**src/rtl/alu_pkg.sv**
```systemverilog
// Shared opcode, state and predicate definitions for the alub16 ALU and its issue controller.
package alu_pkg;

  localparam int unsigned OP_W = 4;

  localparam logic [OP_W-1:0] OP_AND  = 4'd0;
  localparam logic [OP_W-1:0] OP_OR   = 4'd1;
  localparam logic [OP_W-1:0] OP_ADD  = 4'd2;
  localparam logic [OP_W-1:0] OP_SUB  = 4'd3;
  localparam logic [OP_W-1:0] OP_XOR  = 4'd4;
  localparam logic [OP_W-1:0] OP_NOR  = 4'd5;
  localparam logic [OP_W-1:0] OP_NAND = 4'd6;
  localparam logic [OP_W-1:0] OP_INV  = 4'd7;

  localparam logic [1:0] ST_IDLE = 2'd0;
  localparam logic [1:0] ST_EXEC = 2'd1;
  localparam logic [1:0] ST_WB   = 2'd2;

  // Only arithmetic ops produce a meaningful overflow flag.
  function automatic logic IS_ARITH(input logic [OP_W-1:0] op);
    return (op == OP_ADD) || (op == OP_SUB);
  endfunction

  function automatic logic IS_LEGAL(input logic [OP_W-1:0] op);
    return op <= OP_INV;
  endfunction

endpackage

```
**src/rtl/alu_status_reg.sv**
```systemverilog
// Z/N/V status register with load enable; V is kept only for arithmetic opcodes.
module alu_status_reg
  import alu_pkg::*;
(
  input  logic            CLK,
  input  logic            reset,
  input  logic            load,
  input  logic [OP_W-1:0] op,
  input  logic            isZero,
  input  logic            isNegative,
  input  logic            ovfl,
  output logic            statZ,
  output logic            statN,
  output logic            statV
);

  logic zQ, nQ, vQ;

  always_ff @(posedge CLK or posedge reset) begin
    if (reset) begin
      zQ <= 1'b0;
      nQ <= 1'b0;
      vQ <= 1'b0;
    end else if (load) begin
      zQ <= isZero;
      nQ <= isNegative;
      vQ <= IS_ARITH(op) & ovfl;
    end
  end

  assign statZ = zQ;
  assign statN = nQ;
  assign statV = vQ;

endmodule

```
**src/rtl/alu_issue_ctrl.sv**
```systemverilog
// Issue controller for alub16: registers operands, captures result/flags, presents a writeback beat.
// Optional macro TRAP_OVFL_EN turns arithmetic overflow into a trap pulse instead of a writeback.
module alu_issue_ctrl
  import alu_pkg::*;
#(
  parameter int unsigned W  = 16,
  parameter int unsigned RW = 4
) (
  input  logic            CLK,
  input  logic            reset,
  input  logic            req_valid,
  output logic            req_ready,
  input  logic [OP_W-1:0] req_op,
  input  logic [W-1:0]    req_a,
  input  logic [W-1:0]    req_b,
  input  logic [RW-1:0]   req_rd,
  output logic [W-1:0]    alu_A,
  output logic [W-1:0]    alu_B,
  output logic [OP_W-1:0] alu_op,
  input  logic [W-1:0]    alu_R,
  input  logic            alu_isZero,
  input  logic            alu_isNegative,
  input  logic            alu_ovfl,
  output logic            wb_valid,
  input  logic            wb_ready,
  output logic [W-1:0]    wb_data,
  output logic [RW-1:0]   wb_rd,
  output logic            stat_z,
  output logic            stat_n,
  output logic            stat_v,
  output logic            illegal_op,
  output logic            trap
);

  logic [1:0]      stateQ, stateD;
  logic            readyQ;
  logic [W-1:0]    aQ, bQ, dataQ;
  logic [OP_W-1:0] opQ;
  logic [RW-1:0]   rdQ;
  logic            wbValidQ, illegalQ, trapQ;
  logic            accept, reject, capture, trapHit;

  // readyQ is registered so req_ready stays low until the first edge after reset.
  assign accept  = readyQ & req_valid & IS_LEGAL(req_op);
  assign reject  = readyQ & req_valid & ~IS_LEGAL(req_op);
  assign capture = (stateQ == ST_EXEC);

`ifdef TRAP_OVFL_EN
  assign trapHit = capture & IS_ARITH(opQ) & alu_ovfl;
`else
  assign trapHit = 1'b0;
`endif

  always_comb begin
    stateD = stateQ;
    unique case (stateQ)
      ST_IDLE: if (accept) stateD = ST_EXEC;
      ST_EXEC: stateD = trapHit ? ST_IDLE : ST_WB;
      ST_WB:   if (wb_ready) stateD = ST_IDLE;
      default: stateD = ST_IDLE;
    endcase
  end

  always_ff @(posedge CLK or posedge reset) begin
    if (reset) begin
      stateQ   <= ST_IDLE;
      readyQ   <= 1'b0;
      aQ       <= '0;
      bQ       <= '0;
      opQ      <= '0;
      rdQ      <= '0;
      dataQ    <= '0;
      wbValidQ <= 1'b0;
      illegalQ <= 1'b0;
      trapQ    <= 1'b0;
    end else begin
      stateQ   <= stateD;
      readyQ   <= (stateD == ST_IDLE);
      illegalQ <= reject;
      trapQ    <= trapHit;
      if (accept) begin
        aQ  <= req_a;
        bQ  <= req_b;
        opQ <= req_op;
        rdQ <= req_rd;
      end
      if (capture) begin
        dataQ    <= alu_R;
        wbValidQ <= ~trapHit;
      end else if ((stateQ == ST_WB) && wb_ready) begin
        wbValidQ <= 1'b0;
      end
    end
  end

  alu_status_reg u_status (
    .CLK        (CLK),
    .reset      (reset),
    .load       (capture),
    .op         (opQ),
    .isZero     (alu_isZero),
    .isNegative (alu_isNegative),
    .ovfl       (alu_ovfl),
    .statZ      (stat_z),
    .statN      (stat_n),
    .statV      (stat_v)
  );

  assign req_ready  = readyQ;
  assign alu_A      = aQ;
  assign alu_B      = bQ;
  assign alu_op     = opQ;
  assign wb_valid   = wbValidQ;
  assign wb_data    = dataQ;
  assign wb_rd      = rdQ;
  assign illegal_op = illegalQ;
  assign trap       = trapQ;

endmodule

```
**config.mk**
```make
export PLATFORM = sky130hd
export DESIGN_NAME = alu_issue_ctrl
export DESIGN_NICKNAME = d
export VERILOG_FILES = /design/src/rtl/alu_pkg.sv /design/src/rtl/alu_status_reg.sv /design/src/rtl/alu_issue_ctrl.sv
export SDC_FILE = /design/constraint.sdc
export NUM_CORES = 1
export LEC_CHECK = 0
export CORE_ASPECT_RATIO = 0.8
export CORE_UTILIZATION = 39
export CTS_CLUSTER_SIZE = 30
export DETAILED_ROUTE_END_ITERATION = 12
export PLACE_DENSITY = 0.75
export SYNTH_ARGS = -nofsm -noshare
export SYNTH_HDL_FRONTEND = slang
export SYNTH_SLANG_ARGS = --single-unit
export TNS_END_PERCENT = 50
```
**constraint.sdc**
```tcl
create_clock -name CLK -period 3.93 [get_ports CLK]
set_clock_uncertainty 0.05 [all_clocks]
set_input_delay 0.5895 -clock CLK [delete_from_list [all_inputs] [get_ports CLK]]
set_output_delay 0.5895 -clock CLK [all_outputs]
set_load 0.01 [all_outputs]
```
# Word-level counts from Yosys, hierarchy flattened
# Cells that the tools add are included.
[word_totals]
inputBits = 63
regBits = 64
[op_classes]
eq_ne = 4
n_reduce_logical = 5
bitwise_logic = 5
muxes = 5
magnitude_cmp = 1
[ops]
columns = ["op", "count"]
rows = [
  ["equality test 4 x 2 -> 1 bit (second input constant)", 2],
  ["one-hot mux 2 bit (3 select lines)", 1],
  ["AND 1 bit", 4],
  ["less-or-equal comparator 4 x 3 -> 1 bit (second input constant)", 1],
  ["zero test 2 bit", 2],
  ["2-to-1 mux 2 bit", 2],
  ["equality test 2 x 1 -> 1 bit (second input constant)", 1],
  ["equality test 2 bit (second input constant)", 1],
  ["2-to-1 mux 1 bit", 2],
  ["nonzero test 2 bit", 1],
  ["logical AND 1 bit", 1],
  ["logical OR 1 bit", 1],
  ["NOT 1 bit", 1],
]

# Logic depth before layout (Yosys ltp)
# Gate-level depths: netlist of the first run.
[logic_depth]
word_depth = 5
ltp_mapped = 4
depth_no_buf = 3

# By module
# From an unflattened synthesis of the first run, not the netlist that was laid out.
[unflattened]
hier_cells = 148
area_unflattened_um2 = 2665.1
[modules_own_cells]
columns = ["mod", "seq_area_each_um2", "n_inst", "cells_per_inst", "area_each_um2"]
rows = [
  ["alu_issue_ctrl", 1526.5, 1, 139, 2544.9],
  ["alu_status_reg", 75.1, 1, 9, 120.1],
]

# Worst setup path after synthesis of the first run
# OpenSTA, ideal clock, no wires.
[synth_timing]
path_type = "input to register"
start = "input port req_op[3]"
end = "register aQ[2] (netlist: alu_A[2])"
stages = 3
setup_time_ns = 0.125
arrival_time_ns = 1.221
slack_ns = 2.534
cell_sequence = "nand3b_4 clkbuf_8 mux2_4"
[synth_via]
elab_chain_cells = 2
[synth_lines]
columns = ["element", "line", "source"]
rows = [
  ["from (decl)", "alu_issue_ctrl.sv:13", "input logic [OP_W-1:0] req_op,"],
  ["less-or-equal comparator 4 x 3 -> 1 bit", "alu_pkg.sv:25", "return op <= OP_INV;"],
  ["AND 1 bit", "alu_issue_ctrl.sv:44", "assign accept = readyQ & req_valid & IS_LEGAL(req_op);"],
  ["to (signal assigned)", "alu_issue_ctrl.sv:82", "aQ <= req_a;"],
  ["to (decl)", "alu_issue_ctrl.sv:37", "logic [W-1:0] aQ, bQ, dataQ;"],
]
# Every way passes these cells.
# A chain may end at the register's enable or synchronous reset.

# Worst setup path in the final report of the first run
[layout_timing]
start = "register readyQ (netlist: req_ready)"
end = "output port req_ready"
[layout_lines]
columns = ["element", "line", "source"]
rows = [
  ["from (decl)", "alu_issue_ctrl.sv:36", "logic readyQ;"],
  ["from (signal assigned)", "alu_issue_ctrl.sv:78", "readyQ <= (stateD == ST_IDLE);"],
  ["to (decl)", "alu_issue_ctrl.sv:12", "output logic req_ready,"],
]
# No word-level cell between the ends.

==> results.json, run 1 <==
{
  "outcome": "completed",
  "start_kind": "flop",
  "synth.most_common_cell": "dfrtp_1",
  "grt_overflow_total": 0,
  "wl_per_cell_um": 14.8,
  "maxCapViolCount": 0,
  "hp-class": "flop to flop",
  "grt_max_degree": 43,
  "peakVddDrop_v": 0.000283,
  "synthArstFlopShare_pct": 100,
  "holdBufCountCts": 0,
  "slowest_delay_ns": 0.56,
  "cts_htree_levels": 3,
  "antenna_found_initial": 0,
  "nets": 336,
  "period_minus_slack_ns": 1.95,
  "cellPowerDensity_mw_per_mm2": 680,
  "clock.fmax_mhz": 514,
  "grt_usage_pct": 17.8,
  "die_w_um": 90.7,
  "ant_nets": 0,
  "syn2layout_area_growth_pct": 58.3,
  "synth_area_sq_mm": 0.00245,
  "synth_cell_types": 18,
  "start_util_pct": 41.1,
  "fin_crit_sh_pct": 49.5,
  "final-max-slew-violation-count": 0,
  "vias_per_cell": 4.50,
  "final_util_pct": 65.0,
  "synth_enable_flop_cells": 0,
  "cts_tree": "done",
  "clk_latency_ns": 0.33,
  "yosysWarnings": 0,
  "rsz0062_at_grt": "false",
  "ys.flop_type": "dfrtp_1",
  "grt_pass1_wl_um": 8710,
  "p_leak_nw": 1.65,
  "crit_chain": "clkdlybuf4s50_1",
  "drtIter0Drc": 45,
  "vias": 1616,
  "path_buf_inv": 1,
  "place_area_sq_mm": 0.00372,
  "avgSynthCellArea_sq_um": 17.0,
  "drive_above_1_share_pct": 27.7,
  "cts_root_buf": "clkbuf_8",
  "path_class": "flop to output port",
  "ys_top_cells_by_area": "dfrtp_1 65%, mux2_2 25%, clkbuf_8 2.2%",
  "cts_setup_buffers": 0,
  "fillers": 472,
  "worst_setup_path_end_kind": "output port",
  "ios": 126,
  "rows": 25,
  "hold_violations": 0,
  "power.total_w": 0.00264,
  "timing.slew.headroom_pct": 43.0,
  "worst_pin_slew_ns": 0.853,
  "post_cts_resized": 0,
  "drc": 0,
  "dpl.hpwl_um": 3750,
  "synth_top_area_cell": "dfrtp_1",
  "fin_area_sq_mm": 0.00388,
  "routabilityCongestion": 0.658,
  "synth_common_cells": "64 x dfrtp_1, 55 x mux2_2, 4 x clkbuf_8, 3 x mux2_4, 3 x nor2_1",
  "clk_pin_slew_ns": 0.06,
  "cp.required_ns": 3.29,
  "synth.ff_latch_count": 64,
  "tns_ns": 0,
  "antennaDiodeCount": 0,
  "setup_violations": 0,
  "cts_buffers": 9,
  "syn-num-nets": 207,
  "dr.pass1.iters": 4,
  "cts_sinks": 64,
  "cp_max_fo": 3,
  "fp.dieArea_sq_mm": 0.00661,
  "whs_ns": 0.453,
  "synth-seq-area-share_pct": 65.3,
  "grt_pass1_vias": 1729,
  "yosysTopAreaCellShare_pct": 65.3,
  "drt_wl_total_um": 5310,
  "syn-instance-count": 144,
  "fp.dieH_um": 72.9,
  "crit_slowest_cell": "clkdlybuf4s50_1",
  "clock_path_buffers": 2,
  "cp.arrival_ns": 1.31,
  "port_buffers": 124,
  "core_sq_mm": 0.00597,
  "cp_top_family": "buffers and inverters"
}
==> final timing paths <==
path	slack, ns	from	end	cells past startpoint
setup / recovery	1.98	req_ready	req_ready	1
hold / removal	0.45	u_status.statN	u_status.statN	1
setup reg to reg	2.37	req_ready	wb_rd[2]	2
hold reg to reg	0.45	u_status.statN	u_status.statN	1
max in group asynchronous	2.28	reset	wb_data[14]	3
min in group asynchronous	0.71	reset	alu_B[11]	2
==> state kept, by name, summed over array words and instances (netlist names), 2 cells and up <==
name	count
alu_A	16
alu_B	16
wb_data	16
alu_op	4
wb_rd	4
stateQ	2
==> final cells by class <==
type	count	area (sq um)	share of cell area [%]
Timing Repair Buffer	125	1250	32.2
Inverter	2	7.51	0.193
Multi-Input combinational cell	71	759	19.6
Tap cell	81	101	2.61
Sequential cell	64	1600	41.2
Clock inverter	4	20.0	0.515
Clock buffer	12	145	3.74
==> cell usage in the layout (no fill, tap or decap), types with 2 or more instances in the layout <==
| cell | instances |
|---|---|
| mux2_2 | 55 |
| clkbuf_1 | 2 |
| mux2_4 | 3 |
| clkdlybuf4s50_1 | 124 |
| clkinv_2 | 4 |
| clkbuf_8 | 10 |
| nor2_1 | 3 |
| dfrtp_1 | 64 |
==> power by group <==
| group | internal (W) | switching, W |
|---|---|---|
| logic | 0.000723 | 0.000368 |
| registers | 0.000930 | 0.000147 |
| clock network | 0.000242 | 0.000232 |
| total | 0.00189 | 0.000748 |
==> per-stage QoR <==
step | setup slack, ns | instances
2_1_floorplan | 1.69 | 144
3_3_place_gp | 1.69 | 343
3_5_place_dp | 1.63 | 343
4_1_cts | 1.95 | 359
5_1_grt | 1.93 | 359
6_report | 1.98 | 359
==> kinds of logic after synthesis <==
group | count (synthesis) | share of synthesized area [%]
buffers and inverters | 9 | 3.77
other | 1 | 0.153
AND/OR/NAND/NOR | 9 | 3.01
AO/OA/AOI/OAI | 3 | 0.714
multiplexers | 58 | 27.1
flip-flops | 64 | 65.3
==> per-layer routing <==
metal | vias up | track usage, % | routed length, um | part of all wire (%)
met2 | 70 | 27.4 | 2570 | 48
met3 | 4 | 8.75 | 429 | 8.1
met1 | 787 | 22.0 | 2280 | 43
met4 | 0 | 6.45 | 31 | 0.58
li1 | 755 | - | - | -
met5 | - | 0 | 0 | 0
(Power assumes the default switching activity.)
==> run 2, diff against run 1 <==
- clock period: 3.93 -> 2 ns (I/O delays scaled with it)
==> results.json, run 2 (synthesis gave the netlist of run 1 again) <==
{
  "outcome": "completed",
  "drc": 0,
  "fin_crit_sh_pct": 82.7,
  "slowest_delay_ns": 0.56,
  "drt_wl_total_um": 5220,
  "cts_sinks": 64,
  "grt_usage_pct": 16.6,
  "multi_input_area_sq_um": 759,
  "ant_nets": 0,
  "crit_slowest_cell": "clkdlybuf4s50_1",
  "cellPowerDensity_mw_per_mm2": 1340,
  "peakVddDrop_v": 0.000586,
  "grt_pass1_wl_um": 8160,
  "antenna_found_initial": 0,
  "post_cts_resized": 0,
  "drive_above_1_share_pct": 28.3,
  "grt_max_degree": 42,
  "setup_violations": 0,
  "p_leak_nw": 1.68,
  "cts_htree_levels": 3,
  "cp_max_fo": 3,
  "tns_ns": 0,
  "fin_area_sq_mm": 0.00396,
  "fp.dieH_um": 72.9,
  "cp.required_ns": 1.65,
  "worst_setup_path_end_kind": "output port",
  "rsz0062_at_grt": "false",
  "grt_pass1_vias": 1686,
  "die_w_um": 90.7,
  "routabilityCongestion": 0.700,
  "seq_area_sq_mm": 0.00160,
  "hp-class": "input port to async pin",
  "vias": 1640,
  "rows": 25,
  "dpl.hpwl_um": 3760,
  "path_buf_inv": 1,
  "cp.arrival_ns": 1.30,
  "core_sq_mm": 0.00597,
  "port_buffers": 124,
  "cts_buffers": 9,
  "place_area_sq_mm": 0.00377,
  "cts_tree": "done",
  "period_minus_slack_ns": 1.65,
  "worst_pin_slew_ns": 0.549,
  "vias_per_cell": 4.56,
  "fp.dieArea_sq_mm": 0.00661,
  "cp_top_family": "buffers and inverters",
  "holdBufCountCts": 0,
  "grt_overflow_total": 0,
  "hold_violations": 0,
  "clock_path_buffers": 2,
  "nets": 338,
  "cts_root_buf": "clkbuf_8",
  "maxCapViolCount": 0,
  "start_util_pct": 41.1,
  "final_common_cell": "clkdlybuf4s50_1",
  "timing.slew.headroom_pct": 63.3,
  "final_cell_mix": "124 x clkdlybuf4s50_1, 64 x dfrtp_1, 55 x mux2_2, 10 x clkbuf_8",
  "dr.pass1.iters": 4,
  "clk_pin_slew_ns": 0.07,
  "syn2layout_area_growth_pct": 61.3,
  "wl_per_cell_um": 14.5,
  "crit_chain": "clkdlybuf4s50_1",
  "antennaDiodeCount": 0,
  "final-max-slew-violation-count": 0,
  "ios": 126,
  "fillers": 451,
  "drtIter0Drc": 35,
  "clk_latency_ns": 0.32,
  "start_kind": "flop",
  "clock.fmax_mhz": 605,
  "cts_setup_buffers": 0,
  "path_class": "flop to output port"
}
run 2: cell count changes in the layout (fill, tap and decap cells not counted):
cell | previous run | this run
buf_12 | 0 | 3
clkbuf_1 | 2 | 1
clkinv_2 | 4 | 3
buf_4 | 1 | 0
bufinv_16 | 0 | 1
run 2: stage by stage:
step	worst slack (ns)	instances	hold slack, ns	utilization [%]	power (W)
after floorplan	0.0519	144	0.399	-	0.00301
after global placement	0.317	345	0.437	63.1	0.00427
after detailed placement	0.286	345	0.444	63.1	0.00431
after CTS	0.314	360	0.262	66.2	0.00539
after global routing	0.290	360	0.305	66.2	0.00561
final	0.347	360	0.262	66.2	0.00531
run 2: final cells by class:
class                           instances  area share (%)
Sequential cell                        64            40.5
Inverter                                2           0.190
Clock buffer                           11            3.57
Clock inverter                          4            1.14
Tap cell                               81            2.56
Timing Repair Buffer                  127            32.9
Multi-Input combinational cell         71            19.2
run 2: worst paths after layout:
| kind | from | endpoint | slack (ns) | depth (start not counted) |
|---|---|---|---|---|
| worst max-delay path | req_ready | req_ready | 0.35 | 1 |
| worst min-delay path | reset | wb_data[2] | 0.26 | 2 |
| max in group asynchronous | reset | wb_rd[3] | 1.16 | 3 |
| worst min register to register | wb_data[0] | wb_data[0] | 0.45 | 1 |
| min in group CLK | wb_data[0] | wb_data[0] | 0.45 | 1 |
| worst max register to register | stateQ[0] | wb_data[4] | 0.49 | 2 |
run 2: routing by layer:
layer / GRT usage [%] / up-vias / routed length [um]
met5: 0 / - / 0
met1: 20.9 / 797 / 2210
met2: 24.2 / 76 / 2470
li1: - / 760 / -
met3: 7.81 / 7 / 467
met4: 8.24 / 0 / 75
run 2: where the power goes:
| part | switching (W) | internal [W] | total (W) | leakage [nW] |
|---|---|---|---|---|
| Sequential | 0.000276 | 0.00183 | 0.00210 | 0.758 |
| Combinational | 0.000718 | 0.00143 | 0.00215 | 0.824 |
| Clock | 0.000457 | 0.000596 | 0.00105 | 0.0989 |
